`src/rtl/target_history_printer.sv`:
```
// target_history_printer: circular target-coordinate history plus live row,
// streamed as ASCII index/data write strobes into a character screen buffer.
module target_history_printer #(
  parameter int SLOTS      = 3,
  parameter int DIGITS     = 4,
  parameter int ROW_BASE   = 176,
  parameter int ROW_STRIDE = 32,
  parameter int LIVE_BASE  = 116
) (
  input  logic                  clock,
  input  logic                  resetn,
  input  logic [8*DIGITS-1:0]   live_x,
  input  logic [8*DIGITS-1:0]   live_y,
  input  logic                  push,
  input  logic                  clear,
  input  logic                  start,
  output logic [7:0]            char_index,
  output logic [7:0]            char_data,
  output logic                  char_we,
  output logic                  busy,
  output logic                  done,
  output logic [3:0]            count
);
  localparam int W = 8*DIGITS;
  localparam int P = 2*DIGITS;
  typedef enum logic [1:0] {IDLE, RUN, DONE} state_t;
  state_t state_q, state_d;
  logic [3:0] r_q, r_d, p_q, p_d, count_q, count_d;
  logic [2:0] wp_q, wp_d;
  logic [W-1:0] hx_q [SLOTS];
  logic [W-1:0] hy_q [SLOTS];
  logic [W-1:0] sx_q, sx_d, sy_q, sy_d, px_q, px_d, py_q, py_d, ux, uy, rx, ry, src;
  logic pp_q, pp_d, pc_q, pc_d, do_push, do_clr, live, valid, we_d, we_q;
  logic [4:0] s5, slot;
  logic [3:0] k, nib;
  logic [7:0] base, idx_d, idx_q, dat_d, dat_q;
  always_comb begin
    state_d = state_q;
    r_d = r_q;
    p_d = p_q;
    sx_d = sx_q;
    sy_d = sy_q;
    px_d = px_q;
    py_d = py_q;
    pp_d = pp_q;
    pc_d = pc_q;
    do_push = 1'b0;
    do_clr = 1'b0;
    ux = live_x;
    uy = live_y;
    case (state_q)
      IDLE: begin
        do_clr = clear;
        do_push = push & ~clear;
        if (start) begin
          state_d = RUN;
          r_d = '0;
          p_d = '0;
          sx_d = live_x;
          sy_d = live_y;
        end
      end
      RUN: begin
        if (r_q == 4'(SLOTS+1)) state_d = DONE;
        else begin
          p_d = (p_q == 4'(P-1)) ? 4'd0 : p_q + 4'd1;
          r_d = (p_q == 4'(P-1)) ? r_q + 4'd1 : r_q;
        end
        // one-deep pending request; the most recent one replaces any earlier
        if (clear) {pc_d, pp_d} = 2'b10;
        else if (push) begin
          {pc_d, pp_d} = 2'b01;
          px_d = live_x;
          py_d = live_y;
        end
      end
      default: begin
        state_d = IDLE;
        do_clr = clear | (pc_q & ~push);
        do_push = ~clear & (push | pp_q);
        ux = push ? live_x : px_q;
        uy = push ? live_y : py_q;
        pp_d = 1'b0;
        pc_d = 1'b0;
      end
    endcase
    wp_d = do_clr ? 3'd0 : do_push ? ((wp_q == 3'(SLOTS-1)) ? 3'd0 : wp_q + 3'd1) : wp_q;
    count_d = do_clr ? 4'd0 : (do_push && count_q != 4'(SLOTS)) ? count_q + 4'd1 : count_q;
  end
  always_comb begin
    live = r_q == 4'(SLOTS);
    s5 = 5'(wp_q) + 5'(SLOTS-1) - 5'(r_q);
    slot = (s5 >= 5'(SLOTS)) ? s5 - 5'(SLOTS) : s5;
    rx = '0;
    ry = '0;
    for (int i = 0; i < SLOTS; i++) if (slot == 5'(i)) begin
      rx = hx_q[i];
      ry = hy_q[i];
    end
    valid = live | (r_q < count_q);
    src = (p_q < 4'(DIGITS)) ? (live ? sx_q : rx) : (live ? sy_q : ry);
    k = (p_q < 4'(DIGITS)) ? 4'(DIGITS-1) - p_q : 4'(P-1) - p_q;
    nib = 4'(src >> {k, 3'b000});
    dat_d = !valid ? 8'h20 : (nib < 4'd10) ? 8'h30 + {4'h0, nib} : 8'h37 + {4'h0, nib};
    base = live ? 8'(LIVE_BASE) : 8'(ROW_BASE) + 8'(r_q) * 8'(ROW_STRIDE);
    idx_d = base + {4'h0, p_q} + {5'h0, p_q[3:1]};
    we_d = (state_q == RUN) && (r_q != 4'(SLOTS+1));
  end
  always_ff @(posedge clock or negedge resetn) begin
    if (!resetn) begin
      state_q <= IDLE;
      r_q <= '0;
      p_q <= '0;
      wp_q <= '0;
      count_q <= '0;
      sx_q <= '0;
      sy_q <= '0;
      px_q <= '0;
      py_q <= '0;
      pp_q <= 1'b0;
      pc_q <= 1'b0;
      we_q <= 1'b0;
      idx_q <= '0;
      dat_q <= '0;
    end else begin
      state_q <= state_d;
      r_q <= r_d;
      p_q <= p_d;
      wp_q <= wp_d;
      count_q <= count_d;
      sx_q <= sx_d;
      sy_q <= sy_d;
      px_q <= px_d;
      py_q <= py_d;
      pp_q <= pp_d;
      pc_q <= pc_d;
      we_q <= we_d;
      idx_q <= idx_d;
      dat_q <= dat_d;
    end
  end
  for (genvar i = 0; i < SLOTS; i++) begin : g_slot
    always_ff @(posedge clock or negedge resetn) begin
      if (!resetn) begin
        hx_q[i] <= '0;
        hy_q[i] <= '0;
      end else if (do_push && wp_q == 3'(i)) begin
        hx_q[i] <= ux;
        hy_q[i] <= uy;
      end
    end
  end
  assign char_index = idx_q;
  assign char_data = dat_q;
  assign char_we = we_q;
  assign busy = state_q == RUN;
  assign done = state_q == DONE;
  assign count = count_q;
endmodule

```
`config.mk`:
```
export PLATFORM = sky130hd
export DESIGN_NAME = target_history_printer
export DESIGN_NICKNAME = d
export VERILOG_FILES = /design/src/rtl/target_history_printer.sv
export SDC_FILE = /design/constraint.sdc
export NUM_CORES = 1
export LEC_CHECK = 0
export BUFFER_PORTS_ARGS = -buffer_cell sky130_fd_sc_hd__buf_4
export CORE_MARGIN = 5
export CORE_UTILIZATION = 54
export CTS_CLUSTER_SIZE = 24
export DETAILED_ROUTE_END_ITERATION = 16
export GPL_TIMING_DRIVEN = 0
export HOLD_SLACK_MARGIN = 0.12
export PLACE_DENSITY_LB_ADDON = 0.12
export REMOVE_ABC_BUFFERS = 1
export SYNTH_ARGS = -nofsm -noshare
export SYNTH_HDL_FRONTEND = slang
export SYNTH_SLANG_ARGS = --single-unit
```
`constraint.sdc`:
```
create_clock -name clock -period 4.1 [get_ports clock]
set_clock_uncertainty 0.15 [all_clocks]
set_input_delay 0.82 -clock clock [delete_from_list [all_inputs] [get_ports clock]]
set_output_delay 0.82 -clock clock [all_outputs]
set_load 0.03 [all_outputs]
```
**Yosys cells after proc, flatten, opt, wreduce, memory -nomap -nowiden**

Index checks and enable logic that the tools add are counted.
Widths: inputs -> output; s select.

- Bitwise operators: 9
- Shift operators: 1
- Equal/unequal tests: 16
- Add/subtract/negate cells: 14
- Order comparisons: 4
- Reductions and logical operators: 18
- Multiplexer cells: 41

Operators by type and width:

| operator | count |
|---|---|
| $mux 32 | 13 |
| $mux 4 | 8 |
| $shr 32x7->4 | 1 |
| $pmux 4 s2 | 2 |
| $add 6x4->7 const A | 2 |
| $mux 7 | 2 |
| $add 4x1->4 const B | 3 |
| $mux 3 | 3 |
| $add 8x3->8 | 1 |
| $add 8x4->8 | 1 |
| $add 8x8->8 const A | 1 |
| $eq 4x3->1 const B | 2 |
| $mux 8 | 1 |
| $pmux 1 s2 | 4 |
| $reduce_and 2->1 | 4 |
| $reduce_bool 2->1 | 3 |
| $eq 5x1->1 const B | 1 |
| $eq 5x2->1 const B | 1 |
| $ge 5x2->1 const B | 1 |
| $logic_and 1x1->1 | 5 |
| $logic_not 5->1 | 1 |
| $mux 5 | 1 |
| $sub 4x4->5 | 1 |
| $sub 5x2->5 const B | 1 |
| other kinds (28) | 40 |

- Logic and storage cells: 123
- Bits of input ports: 69
- Register bits after elaboration: 355

**Logic depth before layout (Yosys ltp)**

- Depth in word-level cells: 14
- Depth in mapped cells: 19
- Gate-level depth less buffers: 16

**Worst setup path after synthesis**

Ideal clock, no wire load.

- Path type: register to register
- Start: register wp_q[1]
- End: register dat_q[1] (netlist: char_data[1])
- Arrival time: 3.796 ns
- Cell stages (with the launch flop): 19
- Path slack: 0.051 ns
- Period minus slack after synthesis: 4.049 ns
- Library setup time: 0.104 ns
- Cells stage by stage: dfrtp_1 inv_1 ha_1 inv_1 ha_1 inv_1 fa_1 or3b_1 o211ai_1 o21ai_2 and2_1 buf_2 buf_6 a221o_1 nand3_1 and4_1 buf_2 ha_1 a221oi_1

- Longest elaborated chain between the ends: 14
- Elaborated cells between the ends (all ways): 23
- Those cells by class: add/sub: 5; order compare: 2; eq/ne: 2; shift: 1; mux: 12; reduce/logical: 1

Ends and longest elaborated chain:

| item | line | RTL |
|---|---|---|
| start: declaration | 29 | `logic [2:0] wp_q, wp_d;` |
| start signal: assignment | 129 | `wp_q <= wp_d;` |
| $add 3x2->4 (*) | 92 | `s5 = 5'(wp_q) + 5'(SLOTS-1) - 5'(r_q);` |
| $sub 4x4->5 (*) | 92 |  |
| $sub 5x2->5 or $ge 5x2->1 (tied branches) | 93 | `slot = (s5 >= 5'(SLOTS)) ? s5 - 5'(SLOTS) : s5;` |
| $mux 5 (*) | 93 |  |
| $logic_not 5->1 | 96 | `for (int i = 0; i < SLOTS; i++) if (slot == 5'(i)) begin` |
| $mux 32 (3 in series) | 96 |  |
| $mux 32 | 101 | `src = (p_q < 4'(DIGITS)) ? (live ? sx_q : rx) : (live ? sy_q : ry);` |
| $mux 32 (*) | 101 |  |
| $shr 32x7->4 (*) | 103 | `nib = 4'(src >> {k, 3'b000});` |
| $add 6x4->7 or $lt 4x4->1 (tied branches) | 104 | `dat_d = !valid ? 8'h20 : (nib < 4'd10) ? 8'h30 + {4'h0, nib} : 8'h37 + {4'h0, nib};` |
| $mux 7 (*) (2 in series) | 104 |  |
| net dat_d[1] | 36 | `logic [7:0] base, idx_d, idx_q, dat_d, dat_q;` |
| end signal: assignment | 139 | `dat_q <= dat_d;` |
| end: declaration | 36 |  |

Mark *: on every way through the listed nets, which the timed path passes. The rest lies on a longest branch.
A chain may end at the register's enable or synchronous reset.

**Worst setup path in the final report**

Ends and elaborated chain as after synthesis.

==> run_results.csv <==
group,metric,value,unit
placement,dp_slack,-1.36,ns
detailed_routing,drt_iter0_markers,667,
clocking,cts_tree,"built",
critical_path,required,4.25,ns
clocking,cts.htree.levels,4,
yosys,yosysTopAreaCellShare,0.505,
run_status,status,"complete, but fails checks",
critical_path,r2r_slack,-0.31,ns
floorplanning,die_area,20700,um^2
detailed_routing,routedWlPerCell,20.0,um
placement,hpwl,15700,um
floorplanning,core-area,17800,um^2
yosys,yosysTopAreaCell,"dfrtp_1",
yosys,yosys-top-cells-area,"dfrtp_1 (51%), mux2_2 (7.5%), a21oi_1 (4.8%)",
detailed_routing,avgViaCountPerCell,5.92,
floorplanning,ios,92,
clocking,cts_root_buf,"clkbuf_16",
critical_path,endpoint_kind,"flop",
timing,setup_viol,7,
yosys,ys_types,78,
global_routing,grt_pass1_wl,40700,um
clocking,path_clk_slew,0.07,ns
cells_and_area,final_cells,1286,
yosys,synth_edf_count,0,
global_routing,antenna_found_initial,0,
clocking,cts_max_path_buffers,2,
timing,fmax,227,MHz
clocking,cts_hold_buf,0,
cells_and_area,utilization,0.680,
run_status,violations,"negative setup slack",
yosys,yosysWarningCount,0,
critical_path,path_class,"flop to flop",
timing,hold_violations,0,
floorplanning,dieWidth,144,um
timing,slew_headroom,0.328,
global_routing,grt_use_total,0.255,
placement,placed_cells,1183,
detailed_routing,drtAntennaViolNets,0,
timing,setup_slack,-0.314,ns
timing,worst_slew_pin_slew,1.01,ns
timing,slew_violations,0,
clocking,worstSkewPairLatency,0.44,ns
timing,fin_crit_sh,1.08,
placement,gp_congestion,0.809,
cells_and_area,fin_nets,1138,
critical_path,arrival,4.57,ns
critical_path,critPathMaxFanout,6,
run,drv_cap,0,
yosys,synthArstFlopShare,1.00,
timing,fin_crit,4.41,ns
cells_and_area,fillCellCount,1367,
global_routing,overflow,0,
detailed_routing,wl,25800,um
global_routing,grt_pass1_vias,7643,
worst_hold_path,hp-class,"input port to asynchronous set/reset pin",
floorplanning,dieHeight,144,um
cells_and_area,syn_to_final_growth,25.2,%
cells_and_area,multi_input_area,4850,um^2
global_routing,grt_max_degree,113,
yosys,synthCells,931,
critical_path,crit_path_start_kind,"flop",
floorplanning,initial_utilization,0.543,
yosys,yosysSeqAreaShare,0.505,
timing,timing.hold.ws,0.275,ns
cells_and_area,seqCellArea,4890,um^2
placement,port-buffer-count,58,
cells_and_area,drive_gt1_frac,0.307,
detailed_routing,firstDrtPassIters,5,
yosys,synth-seq-cells,195,
clocking,cts_num_sinks,195,
yosys,synth-main-ff-cell,"dfrtp_1",
timing,grt_setup_unrepaired,"yes",
yosys,syn_area,9660,um^2
yosys,avgSynthCellArea,10.4,um^2
cells_and_area,antenna_cells,0,
floorplanning,rows,49,
clocking,cts_buffers,17,
detailed_routing,dr_total_vias,7618,
detailed_routing,drc,0,
## worst max-delay path, cell delays in order (launching register included)
cell	delay (ns)
dfrtp_2	0.42
inv_2	0.09
ha_4	0.21
inv_4	0.05
ha_4	0.13
inv_2	0.04
fa_2	0.59
or3b_4	0.41
o211ai_1	0.30
o21ai_4	0.15
buf_8	0.17
buf_6	0.13
and3_1	0.20
a2111oi_1	0.59
o22ai_1	0.28
nand4_4	0.16
nand2b_1	0.14
a221oi_2	0.06
## cell usage after synthesis (all sizes together) (6+ instances only)
library cell    n
nor3            9
nand4           7
o31ai           8
nor2          108
buf            14
a21oi          92
nor3b          16
inv            30
a21boi          6
clkbuf         41
nand2          65
a211oi          9
ha             21
mux2           64
and3           13
a31oi          15
nand3           8
o32ai           6
mux2i          41
nand2b          8
a221oi         10
o21ai          55
dfrtp         195
nor2b          10
xnor2           7
a221o           6
## area by class of cell
cell class | count | share of cell area
Clock buffer | 17 | 0.0352
Tap cell | 229 | 0.0237
Timing Repair Buffer | 146 | 0.110
Clock inverter | 15 | 0.0142
Sequential cell | 195 | 0.404
Timing Repair inverter | 1 | 0.000621
Inverter | 32 | 0.0110
Multi-Input combinational cell | 651 | 0.401
## per-stage QoR
step                setup TNS, ns  area [um^2]
detailed placement          -9.29        10500
global placement          -399.21        10100
finish                      -1.89        12100
global route                -2.82        12100
CTS                        -0.318        11800
floorplan                  -72.29         9420
## logic make-up after synthesis
logic type               count (synthesis)  synth area share
AO/OA/AOI/OAI                          250             0.167
multiplexers                           105             0.117
flip-flops                             195             0.505
XOR/XNOR                                 9           0.00972
adder cells (fa/ha/maj)                 25            0.0355
buffers and inverters                   87            0.0373
other                                    1          0.000388
AND/OR/NAND/NOR                        259             0.128
## registers in the layout, summed over array words and instances (netlist names), 7 cells and up
name / count
char_index: 8
px_q: 16
sy_q: 16
py_q: 16
hx_q: 48
hy_q: 48
char_data: 7
sx_q: 16
## cells in the final DEF, fill, tap and decap left out, types with 4 or more instances in the layout
master	n
a221o_1	6
nor3b_2	4
ha_1	16
a21oi_1	92
nor2_1	105
buf_12	5
mux2_2	64
buf_8	8
nand3_1	8
dfrtp_2	5
nand2_1	62
and3_1	10
buf_4	115
nor3b_1	10
o21ai_0	49
xnor2_1	6
clkinvlp_4	4
mux2i_1	41
a21boi_0	5
a31oi_1	13
nand4_1	6
buf_6	15
a221oi_1	6
nand2b_1	7
a211oi_1	7
o21bai_1	4
nor2b_1	10
nor3_1	5
inv_1	23
dfrtp_1	190
a221oi_2	4
clkbuf_16	18
## layer usage
layer	vias to the layer above	global-route usage	routed length, um
met5	-	0	0
met2	250	0.413	12500
met4	0	0.0937	549
li1	3551	-	-
met1	3770	0.335	11100
met3	47	0.0636	1570
## final timing paths
path,start,endpoint,cells past startpoint
worst min-delay path,resetn,px_q[19]$_DFFE_PN0P_,1
worst max register to register,wp_q[1]$_DFFE_PN0P_,char_data[1]$_DFF_PN0_,17
max in group asynchronous,resetn,hx_q[57]$_DFFE_PN0P_,2
worst max-delay path,wp_q[1]$_DFFE_PN0P_,char_data[1]$_DFF_PN0_,17
min in group clock,hy_q[88]$_DFFE_PN0P_,hy_q[88]$_DFFE_PN0P_,2
worst min register to register,hy_q[88]$_DFFE_PN0P_,hy_q[88]$_DFFE_PN0P_,2
## repair_timing
item,4_1_cts,5_1_grt
resized for setup,68,23
setup endpoints to repair,12,8
pin swaps,31,27
setup buffers,46,21
cloned,4,1
Power is left out: the tool's default activity adds up to more than one toggle a clock period on the data nets, which glitch-free logic cannot reach.
